$ cat src/rtl/adc_capture_pkg.sv
// Shared types and sizing helpers for the ADC capture front end.
package adc_capture_pkg;

  typedef enum logic {
    FMT_UNSIGNED = 1'b0,
    FMT_TWOS     = 1'b1
  } fmt_e;

  function automatic int acc_w(input int data_w);
    return data_w + 3;
  endfunction

  function automatic int lvl_w(input int depth);
    return $clog2(depth) + 1;
  endfunction

endpackage

$ cat src/rtl/adc_capture_fifo.sv
// First-word-fall-through FIFO: memory plus a registered head word.
module sync_fifo_fwft
  import adc_capture_pkg::*;
#(
  parameter int WIDTH = 10,
  parameter int DEPTH = 16
) (
  input  logic                        clk,
  input  logic                        rst_n,
  input  logic                        push,
  input  logic [WIDTH-1:0]            din,
  output logic                        full,
  input  logic                        pop,
  output logic [WIDTH-1:0]            dout,
  output logic                        valid,
  output logic [lvl_w(DEPTH)-1:0]     level
);

  localparam int PTR_W = $clog2(DEPTH);
  localparam int LVL_W = lvl_w(DEPTH);

  logic [WIDTH-1:0] mem_q [DEPTH];
  logic [WIDTH-1:0] mem_d [DEPTH];
  logic [PTR_W-1:0] wr_q, wr_d, rd_q, rd_d;
  logic [LVL_W-1:0] mem_cnt_q, mem_cnt_d;
  logic [WIDTH-1:0] dout_q, dout_d;
  logic             valid_q, valid_d;
  logic             pop_ok, push_ok, take;

  assign level = mem_cnt_q + LVL_W'(valid_q);
  assign full  = (level == LVL_W'(DEPTH));
  assign dout  = dout_q;
  assign valid = valid_q;

  always_comb begin
    mem_d     = mem_q;
    wr_d      = wr_q;
    rd_d      = rd_q;
    mem_cnt_d = mem_cnt_q;
    dout_d    = dout_q;
    valid_d   = valid_q;
    take      = 1'b0;
    pop_ok    = pop && valid_q;
    // a pop frees the head register, so a full FIFO can still take a word
    push_ok   = push && (!full || pop_ok);

    if (push_ok) begin
      mem_d[wr_q] = din;
      wr_d        = wr_q + PTR_W'(1);
    end

    if (!valid_q || pop_ok) begin
      if (mem_cnt_q != '0) begin
        dout_d  = mem_q[rd_q];
        valid_d = 1'b1;
        rd_d    = rd_q + PTR_W'(1);
        take    = 1'b1;
      end else begin
        valid_d = 1'b0;
      end
    end

    mem_cnt_d = mem_cnt_q + LVL_W'(push_ok) - LVL_W'(take);
  end

  always_ff @(posedge clk or negedge rst_n) begin
    if (!rst_n) begin
      for (int unsigned i = 0; i < DEPTH; i++) mem_q[i] <= '0;
      wr_q      <= '0;
      rd_q      <= '0;
      mem_cnt_q <= '0;
      dout_q    <= '0;
      valid_q   <= 1'b0;
    end else begin
      mem_q     <= mem_d;
      wr_q      <= wr_d;
      rd_q      <= rd_d;
      mem_cnt_q <= mem_cnt_d;
      dout_q    <= dout_d;
      valid_q   <= valid_d;
    end
  end

endmodule

$ cat src/rtl/adc_capture.sv
// ADC capture: input register, clock-enable divider, averaging, format
// conversion and overflow tracking in front of an FWFT output FIFO.
module adc_capture
  import adc_capture_pkg::*;
#(
  parameter int DATA_W     = 10,
  parameter int DIV_W      = 16,
  parameter int FIFO_DEPTH = 16
) (
  input  logic                            clk,
  input  logic                            rst_n,
  input  logic                            en,
  input  logic [DIV_W-1:0]                div,
  input  logic [1:0]                      avg_log2,
  input  logic                            fmt,
  input  logic [DATA_W-1:0]               data_in,
  output logic [DATA_W-1:0]               dout,
  output logic                            dout_valid,
  input  logic                            dout_ready,
  output logic [lvl_w(FIFO_DEPTH)-1:0]    level,
  output logic                            overflow,
  input  logic                            clr_ovf
);

  localparam int ACC_W = acc_w(DATA_W);

  logic [DATA_W-1:0] in_q, in_d;
  logic              en_q, en_d;
  logic [DIV_W-1:0]  cnt_q, cnt_d, div_l_q, div_l_d;
  logic              tick_q, tick_d;
  logic [1:0]        avg_l_q, avg_l_d;
  fmt_e              fmt_l_q, fmt_l_d;
  logic [ACC_W-1:0]  acc_q, acc_d;
  logic [2:0]        scnt_q, scnt_d;
  logic [DATA_W-1:0] res_q, res_d;
  logic              push_q, push_d;
  logic              ovf_q, ovf_d;

  logic [ACC_W-1:0]  sum;
  logic [DATA_W-1:0] avg_res;
  logic [2:0]        last_scnt;
  logic              fifo_full, pop;

  assign pop      = dout_valid && dout_ready;
  assign overflow = ovf_q;

  always_comb begin
    in_d    = data_in;
    en_d    = en;
    cnt_d   = cnt_q;
    div_l_d = div_l_q;
    tick_d  = 1'b0;
    avg_l_d = avg_l_q;
    fmt_l_d = fmt_l_q;
    acc_d   = acc_q;
    scnt_d  = scnt_q;
    res_d   = res_q;
    push_d  = 1'b0;
    ovf_d   = ovf_q;

    sum       = acc_q + ACC_W'(in_q);
    avg_res   = DATA_W'(sum >> avg_l_q);
    last_scnt = 3'((4'd1 << avg_l_q) - 4'd1);

    if (en && !en_q) begin
      avg_l_d = avg_log2;
      fmt_l_d = fmt_e'(fmt);
    end

    if (!en) begin
      cnt_d   = '0;
      div_l_d = div;
      acc_d   = '0;
      scnt_d  = '0;
    end else begin
      if (cnt_q == div_l_q) begin
        cnt_d   = '0;
        tick_d  = 1'b1;
        div_l_d = div;
      end else begin
        cnt_d = cnt_q + DIV_W'(1);
      end

      // the last sample of a group goes straight into the result, not acc
      if (tick_q) begin
        if (scnt_q == last_scnt) begin
          res_d             = avg_res;
          res_d[DATA_W-1]   = avg_res[DATA_W-1] ^ (fmt_l_q == FMT_TWOS);
          push_d            = 1'b1;
          acc_d             = '0;
          scnt_d            = '0;
        end else begin
          acc_d  = sum;
          scnt_d = scnt_q + 3'd1;
        end
      end
    end

    if (push_q && fifo_full && !pop) ovf_d = 1'b1;
    else if (clr_ovf)                ovf_d = 1'b0;
  end

  always_ff @(posedge clk or negedge rst_n) begin
    if (!rst_n) begin
      in_q    <= '0;
      en_q    <= 1'b0;
      cnt_q   <= '0;
      div_l_q <= '0;
      tick_q  <= 1'b0;
      avg_l_q <= '0;
      fmt_l_q <= FMT_UNSIGNED;
      acc_q   <= '0;
      scnt_q  <= '0;
      res_q   <= '0;
      push_q  <= 1'b0;
      ovf_q   <= 1'b0;
    end else begin
      in_q    <= in_d;
      en_q    <= en_d;
      cnt_q   <= cnt_d;
      div_l_q <= div_l_d;
      tick_q  <= tick_d;
      avg_l_q <= avg_l_d;
      fmt_l_q <= fmt_l_d;
      acc_q   <= acc_d;
      scnt_q  <= scnt_d;
      res_q   <= res_d;
      push_q  <= push_d;
      ovf_q   <= ovf_d;
    end
  end

  sync_fifo_fwft #(
    .WIDTH (DATA_W),
    .DEPTH (FIFO_DEPTH)
  ) u_fifo (
    .clk   (clk),
    .rst_n (rst_n),
    .push  (push_q),
    .din   (res_q),
    .full  (fifo_full),
    .pop   (pop),
    .dout  (dout),
    .valid (dout_valid),
    .level (level)
  );

endmodule
$ cat config.mk
export PLATFORM = sky130hd
export DESIGN_NAME = adc_capture
export DESIGN_NICKNAME = d
export VERILOG_FILES = /design/src/rtl/adc_capture_pkg.sv /design/src/rtl/adc_capture_fifo.sv /design/src/rtl/adc_capture.sv
export SDC_FILE = /design/constraint.sdc
export NUM_CORES = 1
export LEC_CHECK = 0
export CELL_PAD_IN_SITES_DETAIL_PLACEMENT = 1
export CELL_PAD_IN_SITES_GLOBAL_PLACEMENT = 1
export CORE_MARGIN = 1.5
export CORE_UTILIZATION = 51
export DETAILED_ROUTE_END_ITERATION = 10
export GPL_ROUTABILITY_DRIVEN = 0
export PLACE_DENSITY = 0.78
export SLEW_MARGIN = 40
export SYNTH_ARGS = -nofsm -noshare
export SYNTH_HDL_FRONTEND = slang
export SYNTH_SLANG_ARGS = --single-unit
$ cat constraint.sdc
create_clock -name clk -period 3.6 [get_ports clk]
set_input_delay 0.36 -clock clk [delete_from_list [all_inputs] [get_ports clk]]
set_output_delay 0.36 -clock clk [all_outputs]
set_load 0.02 [all_outputs]
Yosys cells after proc, flatten, opt, wreduce, memory -nomap -nowiden. Index checks and enable logic that the tools add are counted.

Register bits: 259. Input port bits: 34. Output and inout port bits: 17. Word-level logic and storage cells: 97.

Add/sub/neg operators: 9. $lt $le $gt $ge: 3. Eq/ne operators: 5. Shift operators: 2. Multiplexer cells: 25. Bitwise gates (word level): 3. Reduce and logical (&&, ||, !) cells: 17.

Operators with widths (number): bitwise mux 160 bit (1); 2-to-1 mux 16 bit (4); binary-select mux 10 bit (select 4 bit) (1); demux 10 bit (select 4 bit) (1); 2-to-1 mux 13 bit (3); 2-to-1 mux 10 bit (3); adder 16 x 1 -> 16 bit, second input constant (1); equality test 16 bit (1); adder 13 x 10 -> 13 bit (1); right shift 13 x 2 -> 10 bit (1); adder 5 x 1 -> 5 bit (2); >= comparator 5 bit, second input constant (2); NOT 4 -> 5 bit (2); 2-to-1 mux 1 bit (9); 2-to-1 mux 3 bit (3); adder 4 x 1 -> 4 bit, second input constant (2); logical AND 1 bit (7); equality test 5 bit, second input constant (1); < comparator 5 x 1 -> 1 bit, second input constant (1); nonzero test 5 bit (1); subtractor 5 x 1 -> 5 bit (1); logical NOT 1 bit (4); inequality test 2 x 1 -> 1 bit, second input constant (2); adder 3 x 1 -> 3 bit, second input constant (1); 8 further kinds (9).

Depth between registers and ports, before layout.
Word-level depth: 7. Depth in mapped cells: 14. Gate-level depth less buffers: 12.

Cells and area by module. A second synthesis with hierarchy kept.

Cell total of the unflattened synthesis: 945. Area, all modules: 12736.0 um^2.

By module, submodules not included: sync_fifo_fwft (instances 1, cells an instance 569, area an instance 8798.4 um^2, sequential area each 4604.4 um^2); adc_capture (instances 1, cells an instance 376, area an instance 3937.5 um^2, sequential area each 1876.8 um^2).

Worst setup path after synthesis. Ideal clock, no wire load.

Path kind: register to register. Start: register u_fifo.valid_q, in the netlist u_fifo.valid. End: register u_fifo.mem_cnt_q[4]. Setup time: 123 ps. Arrival: 3083 ps. Required time: 3477 ps. Slack: 394 ps. Stages on the path, launching flop included: 15. Path buffers: 2. Clock period less this slack: 3206 ps. Path through: dfrtp_1 > ha_1 > ha_1 > nand2_1 > xnor2_1 > nor4b_1 > nor2b_1 > buf_2 > buf_2 > ha_1 > fa_1 > a21oi_1 > nor2_1 > nor2_1 > xnor2_1.

Word-level cells in the longest chain between the ends: 7. Elaborated cells on any way between the ends: 12. Classes of those cells: 3 x add/sub; 1 x eq/ne; 1 x mux; 7 x reduce/logical.

RTL lines: start: declaration (line adc_capture_fifo.sv:27) `logic valid_q, valid_d;`; start signal: assignment (line adc_capture_fifo.sv:80) `valid_q <= valid_d;`; adder 5 x 1 -> 5 bit (line adc_capture_fifo.sv:30) `assign level = mem_cnt_q + LVL_W'(valid_q);`; via level[4] (line adc_capture.sv:20) `output logic [lvl_w(FIFO_DEPTH)-1:0] level,`; equality test 5 bit (line adc_capture_fifo.sv:31) `assign full = (level == LVL_W'(DEPTH));`; logical NOT 1 bit (line adc_capture_fifo.sv:45) `push_ok = push && (!full || pop_ok);`; logical OR 1 bit (line adc_capture_fifo.sv:45); logical AND 1 bit (line adc_capture_fifo.sv:45); via u_fifo.push_ok (line adc_capture_fifo.sv:28) `logic pop_ok, push_ok, take;`; adder 5 x 1 -> 5 bit (line adc_capture_fifo.sv:63) `mem_cnt_d = mem_cnt_q + LVL_W'(push_ok) - LVL_W'(take);`; subtractor 5 x 1 -> 5 bit (line adc_capture_fifo.sv:63); via u_fifo.mem_cnt_d[4] (line adc_capture_fifo.sv:25) `logic [LVL_W-1:0] mem_cnt_q, mem_cnt_d;`; end signal: assignment (line adc_capture_fifo.sv:78) `mem_cnt_q <= mem_cnt_d;`; end: declaration (line adc_capture_fifo.sv:25).

The timed path passes the listed nets, and every way through them passes these cells. A chain may end at the register's enable or synchronous reset.

Final worst setup path.
Start: register u_fifo.valid_q, in the netlist u_fifo.valid. End: register u_fifo.mem_cnt_q[4].

Word-level cells in the longest chain between the ends: 7. Elaborated cells on any way between the ends: 12. Classes of those cells: 3 x add/sub; 1 x eq/ne; 1 x mux; 7 x reduce/logical.

RTL lines (line): adder 5 x 1 -> 5 bit (adc_capture_fifo.sv:30); equality test 5 bit (adc_capture_fifo.sv:31); logical NOT 1 bit (adc_capture_fifo.sv:45); logical OR 1 bit (adc_capture_fifo.sv:45); logical AND 1 bit (adc_capture_fifo.sv:45); adder 5 x 1 -> 5 bit (adc_capture_fifo.sv:63); subtractor 5 x 1 -> 5 bit (*) (adc_capture_fifo.sv:63); via u_fifo.mem_cnt_d[4] (adc_capture_fifo.sv:25).

The timed path passes the listed nets; every way through them passes the cells marked *.

==> flow_summary.html <==
<table>
<tr><th>Metric</th><th>Value</th></tr>
<tr><th colspan="2">Worst setup path</th></tr>
<tr><td>Largest fanout on the critical path</td><td>6</td></tr>
<tr><td>Capturing element type of the critical path</td><td>register</td></tr>
<tr><td>Data arrival time at the worst-slack endpoint</td><td>3650 ps</td></tr>
<tr><td>Ordered list of cells on the worst path</td><td>ha_1 -&gt; ha_1 -&gt; nor2_1 -&gt; o21ai_0 -&gt; nor4b_1 -&gt; nor2b_1 -&gt; ha_1 -&gt; fa_1 -&gt; a21oi_1 -&gt; nor2_1 -&gt; nor2_1 -&gt; xnor2_1</td></tr>
<tr><td>Number of cells on the worst reg-to-reg path</td><td>12</td></tr>
<tr><td>Data required, critical path</td><td>around 4100 ps</td></tr>
<tr><td>Start of the worst register-to-register path</td><td>u_fifo.valid$_DFFE_PN0N_</td></tr>
<tr><td>R2R setup slack</td><td>~410 ps</td></tr>
<tr><td>Worst setup SP type</td><td>register</td></tr>
<tr><td>Delay of the slowest cell on the worst path</td><td>approximately 520 ps</td></tr>
<tr><td>Critical path class</td><td>register to register</td></tr>
<tr><td>Cell type of the slowest stage on the worst timing path</td><td>sky130_fd_sc_hd__nor4b_1</td></tr>
<tr><td>Endpoint of the worst-slack reg-to-reg timing path</td><td>u_fifo.mem_cnt_q[4]$_DFF_PN0_</td></tr>
<tr><th colspan="2">Pwr</th></tr>
<tr><td>Leakage power of the design</td><td>a little under 0.007 uW</td></tr>
<tr><td>Power Dens Cells</td><td>about 510 nW/um^2</td></tr>
<tr><td>Worst-case vdd ir drop</td><td>592 uV</td></tr>
<tr><th colspan="2">Yosys</th></tr>
<tr><td>Post-synth top flop</td><td>sky130_fd_sc_hd__dfrtp_1</td></tr>
<tr><td>Synth Area per Inst</td><td>around 14 um^2</td></tr>
<tr><td>Share of flip-flops with an asynchronous set or reset after synthesis</td><td>100%</td></tr>
<tr><td>Post-synthesis cell count</td><td>around 900</td></tr>
<tr><td>Total number of yosys warnings</td><td>0</td></tr>
<tr><td>Sequential-to-total area share from yosys stat</td><td>52.3%</td></tr>
<tr><td>Cell variety after synth</td><td>54</td></tr>
<tr><td>Count of flip-flops with a built-in enable after synthesis</td><td>0</td></tr>
<tr><td>Synthesized Nets</td><td>960</td></tr>
<tr><td>Post-synthesis instance area</td><td>about 12000 um^2</td></tr>
<tr><td>Register bit count reported by yosys</td><td>between 200 and 300</td></tr>
<tr><th colspan="2">Cells and area</th></tr>
<tr><td>Final #Nets</td><td>1022</td></tr>
<tr><td>Most frequent cells in the layout</td><td>sky130_fd_sc_hd__dfrtp_1, sky130_fd_sc_hd__mux2_2, sky130_fd_sc_hd__mux4_2</td></tr>
<tr><td>Area delta synth-&gt;final</td><td>14.7%</td></tr>
<tr><td>Sequential cell area in the final layout</td><td>approximately 6500 um^2</td></tr>
<tr><td>Filler cells</td><td>2295</td></tr>
<tr><td>Number of non-filler instances in the completed layout</td><td>roughly 1.3k</td></tr>
<tr><td>Proportion of layout cells with a drive suffix above 1</td><td>around 34%</td></tr>
<tr><td>Most common library cell in the layout ignoring fill and taps</td><td>sky130_fd_sc_hd__dfrtp_1</td></tr>
<tr><td>Footprint of the multi-input gates</td><td>5650 um^2</td></tr>
<tr><td>Antenna Diode Count</td><td>0</td></tr>
<tr><td>Final instance area</td><td>roughly 14000 um^2</td></tr>
<tr><th colspan="2">Timing</th></tr>
<tr><td>Worst setup skew after layout</td><td>between 20 and 30 ps</td></tr>
<tr><td>Post-layout worst setup margin</td><td>about 410 ps</td></tr>
<tr><td>Clock period minus worst slack</td><td>around 3200 ps</td></tr>
<tr><td>Setup tns final</td><td>0 ps</td></tr>
<tr><td>Tightest slew margin relative to the limit</td><td>between 50% and 60%</td></tr>
<tr><td>Setup repair after global routing missed its margin</td><td>false</td></tr>
<tr><td>Transition time at the pin with the least slew margin</td><td>around 640 ps</td></tr>
<tr><td>Smallest hold slack</td><td>~270 ps</td></tr>
<tr><td>Achievable frequency</td><td>0.314 GHz</td></tr>
<tr><td>Final worst-path cycle share</td><td>about nine tenths</td></tr>
<tr><td>Final setup violation count</td><td>0</td></tr>
<tr><td>Fin. max-slew vios</td><td>0</td></tr>
<tr><td>Endpoints failing hold</td><td>0</td></tr>
<tr><th colspan="2">Clock network</th></tr>
<tr><td>Post-CTS setup buffer count</td><td>0</td></tr>
<tr><td>Later-pin clock latency in the skew report</td><td>550 ps</td></tr>
<tr><td>CTS tree</td><td>yes</td></tr>
<tr><td>Post_cts resized</td><td>0</td></tr>
<tr><td># hold bufs at CTS</td><td>1</td></tr>
<tr><td>Number of buffers created by CTS</td><td>27</td></tr>
<tr><td>Htree depth</td><td>1</td></tr>
<tr><td>CTS clk-pin slew, worst paths</td><td>roughly 60 ps</td></tr>
<tr><td>CTS Root Buffer Type</td><td>sky130_fd_sc_hd__clkbuf_16</td></tr>
<tr><td>Clock buffer depth</td><td>3</td></tr>
<tr><td>Sink count of the clock tree</td><td>259</td></tr>
<tr><th colspan="2">Worst hold path</th></tr>
<tr><td>Worst min path class</td><td>primary input to register</td></tr>
<tr><td>Hold path depth</td><td>1</td></tr>
<tr><td>Worst Hold Path EP</td><td>in_q[1]$_DFF_PN0_</td></tr>
<tr><td>Worst hold start</td><td>data_in[1]</td></tr>
<tr><th colspan="2">Die</th></tr>
<tr><td>Total Die Area</td><td>around 25000 um^2</td></tr>
<tr><td>Die height</td><td>159 um</td></tr>
<tr><td>Floorplan row count</td><td>between 50 and 60</td></tr>
<tr><td>IO Count</td><td>51</td></tr>
<tr><td>Starting utilization of the core area</td><td>52.4%</td></tr>
<tr><td>Die outline width</td><td>159 um</td></tr>
<tr><td>Standard cell core area</td><td>~24000 um^2</td></tr>
<tr><th colspan="2">Placed design</th></tr>
<tr><td>Placement-stage cell area</td><td>13300 um^2</td></tr>
<tr><td>Number of placed instances with taps included</td><td>between 1k and 1.5k</td></tr>
<tr><td>Half-perimeter wire length of the detailed placement result</td><td>18200 um</td></tr>
<tr><td>Input/output buffers</td><td>50</td></tr>
<tr><td>Worst slack at placement</td><td>~470 ps</td></tr>
<tr><th colspan="2">Global routing</th></tr>
<tr><td>Global-route track usage on met2</td><td>slightly below 40%</td></tr>
<tr><td>Global route hottest layer</td><td>met2</td></tr>
<tr><td>Overall Global Routing Usage</td><td>between 20% and 30%</td></tr>
<tr><td>Antenna violations before repair</td><td>0</td></tr>
<tr><td>Via count of the first global-routing pass</td><td>~8.4k</td></tr>
<tr><td>Met3 track demand over resource in global routing</td><td>roughly 2.8%</td></tr>
<tr><td>Overflow after GRT</td><td>0</td></tr>
<tr><td>Wire length of the first global-routing pass</td><td>between 40000 and 50000 um</td></tr>
<tr><td>Met1 layer usage reported by global route</td><td>approximately 30%</td></tr>
<tr><td>Largest net degree at the start of global routing</td><td>roughly 100</td></tr>
<tr><th colspan="2">Routing</th></tr>
<tr><td>DRC</td><td>0</td></tr>
<tr><td>Vias per cell</td><td>5.79</td></tr>
<tr><td>Average wire length per cell after detail routing</td><td>between 20 and 25 um</td></tr>
<tr><td>Detailed router's first-iteration violation count</td><td>360</td></tr>
<tr><td>Number of vias after detailed routing</td><td>approximately 7.5k</td></tr>
<tr><td>Post-DRT Antenna Nets</td><td>0</td></tr>
<tr><td>Count of TritonRoute iterations in the first routing pass</td><td>4</td></tr>
<tr><td>Wirelength, routed</td><td>~27000 um</td></tr>
<tr><th colspan="2">Status</th></tr>
<tr><td>Status</td><td>finished clean</td></tr>
<tr><th colspan="2">Job</th></tr>
<tr><td>Number of maximum-capacitance constraint violations</td><td>0</td></tr>
</table>
sequential cells by signal (all words and copies together) (netlist names), 4 cells and up:
name,cells
u_fifo.rd_q,4
u_fifo.wr_q,4
u_fifo.mem_cnt_q,5
div_l_q,16
res_q,10
in_q,10
cnt_q,16
acc_q,13
u_fifo.mem_q,160
u_fifo.dout,10
worst max-delay path by stage:
stage	start	end	slack [ps]
2_1_floorplan	u_fifo.valid$_DFFE_PN0N_	u_fifo.mem_cnt_q[4]$_DFF_PN0_	390
3_3_place_gp	u_fifo.valid$_DFFE_PN0N_	u_fifo.mem_cnt_q[4]$_DFF_PN0_	700
3_5_place_dp	u_fifo.valid$_DFFE_PN0N_	u_fifo.mem_cnt_q[4]$_DFF_PN0_	470
4_1_cts	u_fifo.valid$_DFFE_PN0N_	u_fifo.mem_cnt_q[4]$_DFF_PN0_	370
5_1_grt	u_fifo.valid$_DFFE_PN0N_	u_fifo.mem_cnt_q[4]$_DFF_PN0_	90
6_report	u_fifo.valid$_DFFE_PN0N_	u_fifo.mem_cnt_q[4]$_DFF_PN0_	410
stage by stage:
stage | utilization (%) | power [uW]
after detailed placement | 56.4 | 4590
after floorplan | - | 4110
after global placement | 56.4 | 4530
after global routing | 60.2 | 7510
final | 60.2 | 7190
after CTS | 60.0 | 7270
report_power, final:
part | switching [uW] | leakage, uW | total, uW | internal [uW]
sequential | 228 | 0.00351 | 3240 | 3010
combinational | 655 | 0.00283 | 1280 | 629
clock | 1130 | 0.000418 | 2660 | 1530
total | 2020 | 0.00676 | 7190 | 5170
routing by layer:
layer,part of all wire [%],vias to the layer above
li1,-,3408
met1,44,3952
met2,51,119
met3,2.8,38
met4,2.2,0
met5,0,-
cell families (layout without fill, tap and decap cells):
family          Yosys count  in the layout  share of synthesized area, %
xor+xnor                 49             49                          3.47
flops                   259            259                          52.3
fa+ha+maj                29             29                          3.05
compound gates           94             94                          5.26
buf+inv                  62            144                          1.99
simple gates            154            154                          6.65
mux                     250            250                          27.2
worst max-delay path, delay by kind of cell, from the launching register on:
family | cells | cell delay [ps]
AOI/OAI and AO/OA | 2 | 270
xor gates and xnor gates | 1 | 140
adders and majority gates | 4 | 1240
DFF | 1 | 410
and+or+nand+nor | 5 | 1050
cell usage after synthesis (3+ instances only):
master	n	area [um^2]
sky130_fd_sc_hd__xnor2_1	16	140
sky130_fd_sc_hd__dfrtp_1	259	6480
sky130_fd_sc_hd__or2_2	3	18.8
sky130_fd_sc_hd__inv_1	21	78.8
sky130_fd_sc_hd__nand3_1	17	85.1
sky130_fd_sc_hd__a22o_1	10	87.6
sky130_fd_sc_hd__nor4_1	4	25.0
sky130_fd_sc_hd__mux2_2	195	2200
sky130_fd_sc_hd__nor4b_1	3	26.3
sky130_fd_sc_hd__a211oi_1	4	30.0
sky130_fd_sc_hd__and3_1	7	43.8
sky130_fd_sc_hd__a31oi_1	4	25.0
sky130_fd_sc_hd__o31ai_1	3	22.5
sky130_fd_sc_hd__nand2_1	31	116
sky130_fd_sc_hd__buf_1	4	15.0
sky130_fd_sc_hd__xor2_1	33	289
sky130_fd_sc_hd__mux2i_1	5	50.1
sky130_fd_sc_hd__nand2_4	3	33.8
sky130_fd_sc_hd__a21oi_1	16	80.1
sky130_fd_sc_hd__nor3_1	10	50.1
sky130_fd_sc_hd__a21o_1	3	22.5
sky130_fd_sc_hd__o21ai_0	31	155
sky130_fd_sc_hd__clkbuf_1	28	105
sky130_fd_sc_hd__nor2_1	40	150
sky130_fd_sc_hd__buf_2	8	40.0
sky130_fd_sc_hd__nor2b_1	7	43.8
sky130_fd_sc_hd__ha_1	27	338
sky130_fd_sc_hd__o21bai_1	3	22.5
sky130_fd_sc_hd__nand3_2	10	100
sky130_fd_sc_hd__nand4_1	8	50.1
sky130_fd_sc_hd__mux4_2	50	1130
sky130_fd_sc_hd__and2_1	5	31.3
cell type report:
class	count	share of cell area [%]
Clock inverter	6	0.264
Timing Repair Buffer	74	5.25
Inverter	21	0.555
Clock buffer	43	5.67
Sequential cell	259	45.6
Tap cell	319	2.81
Multi-Input combinational cell	576	39.8
Note: power is estimated with default switching activity, not from simulation.
